## src/rtl/decode_hazard_pkg.sv

```systemverilog
// Shared definitions for the decode-stage hazard unit: FSM state type,
// operand-forwarding encodings, pipeline tracking records and the major
// opcode constants that the instruction decoder also uses.
package decode_hazard_pkg;

    // Hazard FSM: normal flow, or EX held by a multi-cycle multiply.
    typedef enum logic [0:0] {
        ST_RUN = 1'b0,
        ST_MUL = 1'b1
    } hz_state_e;

    // Operand source selection driven to the EX operand muxes.
    localparam logic [1:0] FWD_RF  = 2'b00;
    localparam logic [1:0] FWD_EX  = 2'b01;
    localparam logic [1:0] FWD_MEM = 2'b10;

    // Width of the multiply occupancy counter.
    localparam int unsigned MUL_CNT_W = 4;

    // Major opcodes shared with the decoder.
    localparam logic [6:0] OPC_LOAD    = 7'b0000011;
    localparam logic [6:0] OPC_LOAD_FP = 7'b0000111;
    localparam logic [6:0] OPC_OP_IMM  = 7'b0010011;
    localparam logic [6:0] OPC_STORE   = 7'b0100011;
    localparam logic [6:0] OPC_OP      = 7'b0110011;
    localparam logic [6:0] OPC_LUI     = 7'b0110111;
    localparam logic [6:0] OPC_AUIPC   = 7'b0010111;
    localparam logic [6:0] OPC_OP_FP   = 7'b1010011;
    localparam logic [6:0] OPC_BRANCH  = 7'b1100011;
    localparam logic [6:0] OPC_JALR    = 7'b1100111;
    localparam logic [6:0] OPC_JAL     = 7'b1101111;

    // What the instruction currently in EX will write, and how late.
    typedef struct packed {
        logic       v;
        logic [4:0] rd;
        logic       wr;
        logic       h0;
        logic       mul;
    } ex_trk_t;

    // What the instruction currently in MEM will write.
    typedef struct packed {
        logic       v;
        logic [4:0] rd;
        logic       wr;
    } mem_trk_t;

    // A pipeline slot produces src when it is live, writes, and targets
    // the same non-zero register (x0 is hard-wired and never forwarded).
    function automatic logic reg_hit(
        input logic       v,
        input logic       wr,
        input logic [4:0] rd,
        input logic [4:0] src
    );
        return v && wr && (rd != 5'd0) && (rd == src);
    endfunction

endpackage

```

## src/rtl/decode_hazard_fwd_sel.sv

```systemverilog
// Per-operand comparator: picks the forwarding source for one ID source
// register and flags a dependency on a late (not yet available) EX result.
module hazard_fwd_sel
    import decode_hazard_pkg::*;
(
    input  logic [4:0] src,
    input  logic       ex_v,
    input  logic [4:0] ex_rd,
    input  logic       ex_wr,
    input  logic       ex_h0,
    input  logic       mem_v,
    input  logic [4:0] mem_rd,
    input  logic       mem_wr,
    output logic [1:0] fwd,
    output logic       ex_late_hit
);

    logic ex_hit_s;
    logic mem_hit_s;

    // Compare against EX then MEM; the younger EX result wins when usable.
    always_comb begin
        ex_hit_s    = reg_hit(ex_v, ex_wr, ex_rd, src);
        mem_hit_s   = reg_hit(mem_v, mem_wr, mem_rd, src);
        ex_late_hit = ex_hit_s & ex_h0;
        fwd         = FWD_RF;
        if (ex_hit_s && !ex_h0) begin
            fwd = FWD_EX;
        end else if (mem_hit_s) begin
            fwd = FWD_MEM;
        end else begin
            fwd = FWD_RF;
        end
    end

endmodule

```

## src/rtl/decode_hazard.sv

```systemverilog
// Decode-stage hazard unit: load-use interlock, multi-cycle multiply
// occupancy of EX, redirect flush, and EX/MEM operand forwarding selects.
module decode_hazard
    import decode_hazard_pkg::*;
#(
    parameter int unsigned MUL_LAT = 3
) (
    input  logic       clk,
    input  logic       rstn,
    input  logic       id_valid,
    input  logic [4:0] id_rs1,
    input  logic [4:0] id_rs2,
    input  logic [4:0] id_rd,
    input  logic       id_use_rs1,
    input  logic       id_use_rs2,
    input  logic       id_reg_write,
    input  logic       id_is_hazard_0,
    input  logic       id_is_multiply,
    input  logic       ex_redirect,
    output logic       stall,
    output logic       flush,
    output logic       ex_valid,
    output logic [1:0] fwd_a,
    output logic [1:0] fwd_b,
    output logic       mul_busy
);

    // The multiply already occupies EX for the cycle it enters, so the
    // FSM holds for the remaining MUL_LAT-1 cycles.
    localparam logic [MUL_CNT_W-1:0] MUL_INIT = MUL_CNT_W'(MUL_LAT - 1);

    hz_state_e              state_r;
    hz_state_e              state_s;
    logic [MUL_CNT_W-1:0]   cnt_r;
    logic [MUL_CNT_W-1:0]   cnt_s;
    ex_trk_t                ex_r;
    ex_trk_t                ex_s;
    mem_trk_t               mem_r;
    mem_trk_t               mem_s;
    logic                   ex_valid_r;
    logic                   mul_busy_r;
    logic                   mul_busy_s;

    logic                   dep_a_s;
    logic                   dep_b_s;
    logic [1:0]             fwd_a_s;
    logic [1:0]             fwd_b_s;
    logic                   load_use_s;
    logic                   flush_s;
    logic                   stall_s;
    logic                   accept_s;
    logic                   mul_enter_s;

    hazard_fwd_sel u_fwd_a (
        .src         (id_rs1),
        .ex_v        (ex_r.v),
        .ex_rd       (ex_r.rd),
        .ex_wr       (ex_r.wr),
        .ex_h0       (ex_r.h0),
        .mem_v       (mem_r.v),
        .mem_rd      (mem_r.rd),
        .mem_wr      (mem_r.wr),
        .fwd         (fwd_a_s),
        .ex_late_hit (dep_a_s)
    );

    hazard_fwd_sel u_fwd_b (
        .src         (id_rs2),
        .ex_v        (ex_r.v),
        .ex_rd       (ex_r.rd),
        .ex_wr       (ex_r.wr),
        .ex_h0       (ex_r.h0),
        .mem_v       (mem_r.v),
        .mem_rd      (mem_r.rd),
        .mem_wr      (mem_r.wr),
        .fwd         (fwd_b_s),
        .ex_late_hit (dep_b_s)
    );

    // FSM state and multiply counter register.
    always_ff @(posedge clk or negedge rstn) begin
        if (!rstn) begin
            state_r <= ST_RUN;
            cnt_r   <= '0;
        end else begin
            state_r <= state_s;
            cnt_r   <= cnt_s;
        end
    end

    // Next state: enter MUL when a multiply is accepted, leave when the
    // counter shows the last held cycle.
    always_comb begin
        state_s = state_r;
        cnt_s   = cnt_r;
        case (state_r)
            ST_RUN: begin
                if (mul_enter_s) begin
                    state_s = ST_MUL;
                    cnt_s   = MUL_INIT;
                end else begin
                    state_s = ST_RUN;
                    cnt_s   = cnt_r;
                end
            end
            ST_MUL: begin
                cnt_s = cnt_r - {{(MUL_CNT_W-1){1'b0}}, 1'b1};
                if (cnt_r == {{(MUL_CNT_W-1){1'b0}}, 1'b1}) begin
                    state_s = ST_RUN;
                end else begin
                    state_s = ST_MUL;
                end
            end
            default: begin
                state_s = ST_RUN;
                cnt_s   = '0;
            end
        endcase
    end

    // Control outputs: interlock, flush and whether ID advances into EX.
    // A redirect squashes ID, so it also cancels any load-use stall.
    always_comb begin
        load_use_s = 1'b0;
        flush_s    = 1'b0;
        stall_s    = 1'b0;
        accept_s   = 1'b0;
        case (state_r)
            ST_RUN: begin
                flush_s    = ex_redirect;
                load_use_s = id_valid & ((id_use_rs1 & dep_a_s) |
                                         (id_use_rs2 & dep_b_s));
                stall_s    = load_use_s & ~flush_s;
                accept_s   = id_valid & ~load_use_s & ~flush_s;
            end
            ST_MUL: begin
                stall_s = 1'b1;
            end
            default: begin
                stall_s = 1'b0;
            end
        endcase
        mul_enter_s = accept_s & id_is_multiply;
    end

    // Next tracking contents: advance EX->MEM and ID->EX in RUN, hold in MUL.
    always_comb begin
        ex_s  = ex_r;
        mem_s = mem_r;
        if (state_r == ST_RUN) begin
            mem_s.v  = ex_r.v;
            mem_s.rd = ex_r.rd;
            mem_s.wr = ex_r.wr;
            ex_s.v   = accept_s;
            ex_s.rd  = id_rd;
            ex_s.wr  = id_reg_write;
            ex_s.h0  = id_is_hazard_0;
            ex_s.mul = id_is_multiply & accept_s;
        end else begin
            ex_s  = ex_r;
            mem_s = mem_r;
        end
        mul_busy_s = (state_s == ST_MUL) & ex_s.mul;
    end

    // Pipeline tracking registers and registered status outputs.
    always_ff @(posedge clk or negedge rstn) begin
        if (!rstn) begin
            ex_r       <= '0;
            mem_r      <= '0;
            ex_valid_r <= 1'b0;
            mul_busy_r <= 1'b0;
        end else begin
            ex_r       <= ex_s;
            mem_r      <= mem_s;
            ex_valid_r <= ex_s.v;
            mul_busy_r <= mul_busy_s;
        end
    end

    // Flush is forced low while reset is held, whatever EX reports.
    assign flush    = flush_s & rstn;
    assign stall    = stall_s;
    assign fwd_a    = fwd_a_s;
    assign fwd_b    = fwd_b_s;
    assign ex_valid = ex_valid_r;
    assign mul_busy = mul_busy_r;

endmodule
```

## config.mk

```make
export PLATFORM = sky130hd
export DESIGN_NAME = decode_hazard
export DESIGN_NICKNAME = d
export VERILOG_FILES = /design/src/rtl/decode_hazard_pkg.sv /design/src/rtl/decode_hazard_fwd_sel.sv /design/src/rtl/decode_hazard.sv
export SDC_FILE = /design/constraint.sdc
export NUM_CORES = 1
export LEC_CHECK = 0
export CAP_MARGIN = 30
export CORE_AREA = 8 8 95 54
export CTS_CLUSTER_SIZE = 8
export DETAILED_ROUTE_END_ITERATION = 6
export DIE_AREA = 0 0 103 62
export PLACE_DENSITY = 0.58
export SYNTH_ARGS = -nofsm -noshare
export SYNTH_HDL_FRONTEND = slang
export SYNTH_HIERARCHICAL = 1
export SYNTH_SLANG_ARGS = --single-unit
```

## constraint.sdc

```tcl
create_clock -name clk -period 6 [get_ports clk]
set_input_delay 1.2 -clock clk [delete_from_list [all_inputs] [get_ports clk]]
set_output_delay 1.2 -clock clk [all_outputs]
set_load 0.05 [all_outputs]
```

==> flow_summary_export.csv <==
group,metric,value,unit
run_status,run_status,"finished, final reports clean",
layout,mostFrequentLayoutCells,"clkdlybuf4s50_1 (31), dfrtp_1 (22), mux2_2 (14)",
cts,ctsHtreeMaxLevel,1,
synth,ys_seq_area_share,43.1,%
synth,syn-cell-area,1280,µm²
synth,syn-num-nets,145,
global_route,antenna_found_initial,0,
synth,synth_area_per_cell,10.7,µm²
cts,ctsResizeCount,0,
timing,max_freq,196,MHz
critical_path,worstPathMaxFanout,4,
cts,insertion_delay,0.26,ns
synth,yosys-top-cells-area,"dfrtp_1 (43%), mux2_2 (12%), xnor2_1 (6.8%), xor2_1 (3.4%), inv_1 (2.3%)",
critical_path,start_kind,"input port",
critical_path,arrival,3.89,ns
critical_path,critPathMostFrequentCell,"clkdlybuf4s50_1",
power,power_frac_clock,12.1,%
synth,syn_inst,119,
route,viasPerCell,4.98,
synth,yosysTopAreaCell,"dfrtp_1",
power,power_switching,0.000297,W
power,power_frac_comb,41.6,%
critical_path,cp_slowest_cell,"clkdlybuf4s50_1",
placement,gp_congestion,0.847,
timing,rsz0062_at_grt,"false",
power,sw_frac_of_total,40.5,%
layout,postLayoutCoreUtil,45.0,%
route,wire_per_inst,15.2,µm
power,p_int,0.000437,W
flow_run,cap_violations,0,
power,p_per_area,433,nW/µm²
critical_path,setup.worst_path.end_class,"primary output",
die,dieArea,6390,µm²
layout,n_antenna_cell,0,
cts,cts.clk_slew.worst_paths,0.07,ns
timing,whs,0.475,ns
route,routed_wl,3140,µm
timing,finalWorstPathRequiredPeriod,5.09,ns
placement,dp_hpwl,2500,µm
synth,yosys_warnings,6,
synth,synth_top_area_share,43.1,%
route,dr.first_iter.drc_count,29,
power,report.power.total,0.000734,W
global_route,grt_max_degree,25,
global_route,grt.overflow.total,0,
route,vias,1026,
power,peakVddDrop,0.132,mV
cts,cts_buffer_depth,2,
critical_path,cpPeakStageDelay,0.80,ns
power,p_leak,0.663,nW
layout,layout-drive-gt1-share,15.8,%
critical_path,crit_buf_inv,2,
layout,stdcell_count,206,
global_route,grt_pass1_wl,5230,µm
cts,postCtsSetupBuffers,0,
die,core_region_area,3760,µm²
layout,syn_to_final_growth,32.6,%
timing,setup_violations,0,
timing,fin_tns_setup,0,ns
timing,hold_viol,0,
global_route,gr-usage-all-layers,10.8,%
die,pin_count,32,
cts,cts_tree,"done",
critical_path,cp.required,4.80,ns
critical_path,criticalPathCategory,"in2out",
synth,ys_types,32,
timing,worst_slew_pin_slew,0.886,ns
layout,final_nets,180,
timing,finalClockSkew,0.00385,ns
global_route,grt_pass1_vias,1055,
hold_path,hold_path_class,"reg2reg",
placement,dp_cells,203,
route,ant_nets,0,
synth,ys_seq_elements,22,
power,seq_power_share,46.3,%
timing,slew_viol_final,0,
route,dr.pass1.iters,4,
timing,period_share,84.8,%
cts,numCtsBuffers,3,
die,die_h,62,µm
cts,holdBufCountCts,0,
die,rows,16,
layout,layout_commonest_cell,"clkdlybuf4s50_1",
critical_path,crit_chain,"clkdlybuf4s50_1, nor2b_1, a2111o_1, nor4_1, a22o_1, or2b_1, nand2_1, clkdlybuf4s50_1",
route,drc,0,
die,start_util,34.0,%
critical_path,critPathTopFamily,"buffers and inverters",
die,die_w,103,µm
cts,root_buffer,"clkbuf_8",
placement,port_buffers,31,
timing,slew_headroom,41.0,%
cts,cts.sinks,22,
==> stage by stage <==
| step | setup slack (ns) | cell area (µm²) |
|---|---|---|
| 3_3_place_gp | 0.948 | 1650 |
| 2_1_floorplan | 1.72 | 1280 |
| 3_5_place_dp | 0.924 | 1650 |
| 5_1_grt | 0.748 | 1700 |
| 4_1_cts | 0.914 | 1700 |
| 6_report | 0.910 | 1700 |
==> tightest hold or removal path: stages (launching register included) <==
cell	delay, ns
dfrtp_1	0.32
nand2_1	0.06
nand2_1	0.06
==> flip-flops by register name (all words and copies together) (netlist names) <==
| name | flops |
|---|---|
| ex_r | 8 |
| mem_r | 7 |
| cnt_r | 4 |
| ex_valid | 1 |
| mul_busy | 1 |
| state_r | 1 |
==> final cells by class <==
| class | instances | area, µm² |
|---|---|---|
| fillers | 375 | 2070 |
| multi-input cells | 87 | 688 |
| flip-flops and latches | 22 | 551 |
| repair buffers | 32 | 318 |
| well taps | 54 | 67.6 |
| clock buffers | 3 | 41.3 |
| inverters | 8 | 30.0 |
==> worst paths after layout <==
path                       startpoint       end  slack (ns)  depth (start not counted)
max reg2reg                   ex_r[7]  cnt_r[3]        3.71                          6
min                           ex_r[0]   ex_r[0]        0.47                          2
max                         id_rs2[3]     stall        0.91                          8
max in group asynchronous        rstn   ex_r[1]        4.49                          2
min reg2reg                   ex_r[0]   ex_r[0]        0.47                          2
min in group asynchronous        rstn   ex_r[6]        1.29                          2
==> routing by layer <==
layer  vias to the layer above  share of wire, %  global-route usage [%]
met5                         -                 0                       0
met4                         0               1.1                    4.48
met3                         2               9.4                    3.89
met2                        32                43                    16.1
met1                       492                47                    13.9
li1                        500                 -                       -
==> cell usage after synthesis, drive strengths merged <==
cell type	n
a21o	1
nor3b	1
a22o	1
or4	3
xor2	5
nor3	3
nor2b	4
inv	8
mux2	14
and3	1
or3	2
nand2b	1
a22oi	1
or2b	3
xnor2	10
o2111ai	2
a21oi	2
nor4b	1
nor4	6
ha	2
o221ai	2
o21ai	4
a31oi	1
nand2	8
nand4	2
dfrtp	22
buf	2
a2111o	2
nor2	5
==> power groups by stage <==
stage	clock, W	sequential, W	combinational [W]
final	0.0000887	0.000340	0.000305
after global placement	0	0.000341	0.000296
after global routing	0.0000988	0.000358	0.000336
after CTS	0.0000931	0.000340	0.000307
after floorplan	0	0.000303	0.000244
after detailed placement	0	0.000343	0.000305
==> cells by family (layout without fill, tap and decap cells) <==
kind of cell    after synthesis  in the layout  synth area share (%)
fa+ha+maj                     2              2                  1.96
xor+xnor                     15             15                  10.3
simple gates                 40             40                  19.7
buf+inv                      10             43                  3.13
mux                          14             14                  12.3
flops                        22             22                  43.1
compound gates               16             16                  9.59
No activity file was read; power rests on OpenSTA's default activity.
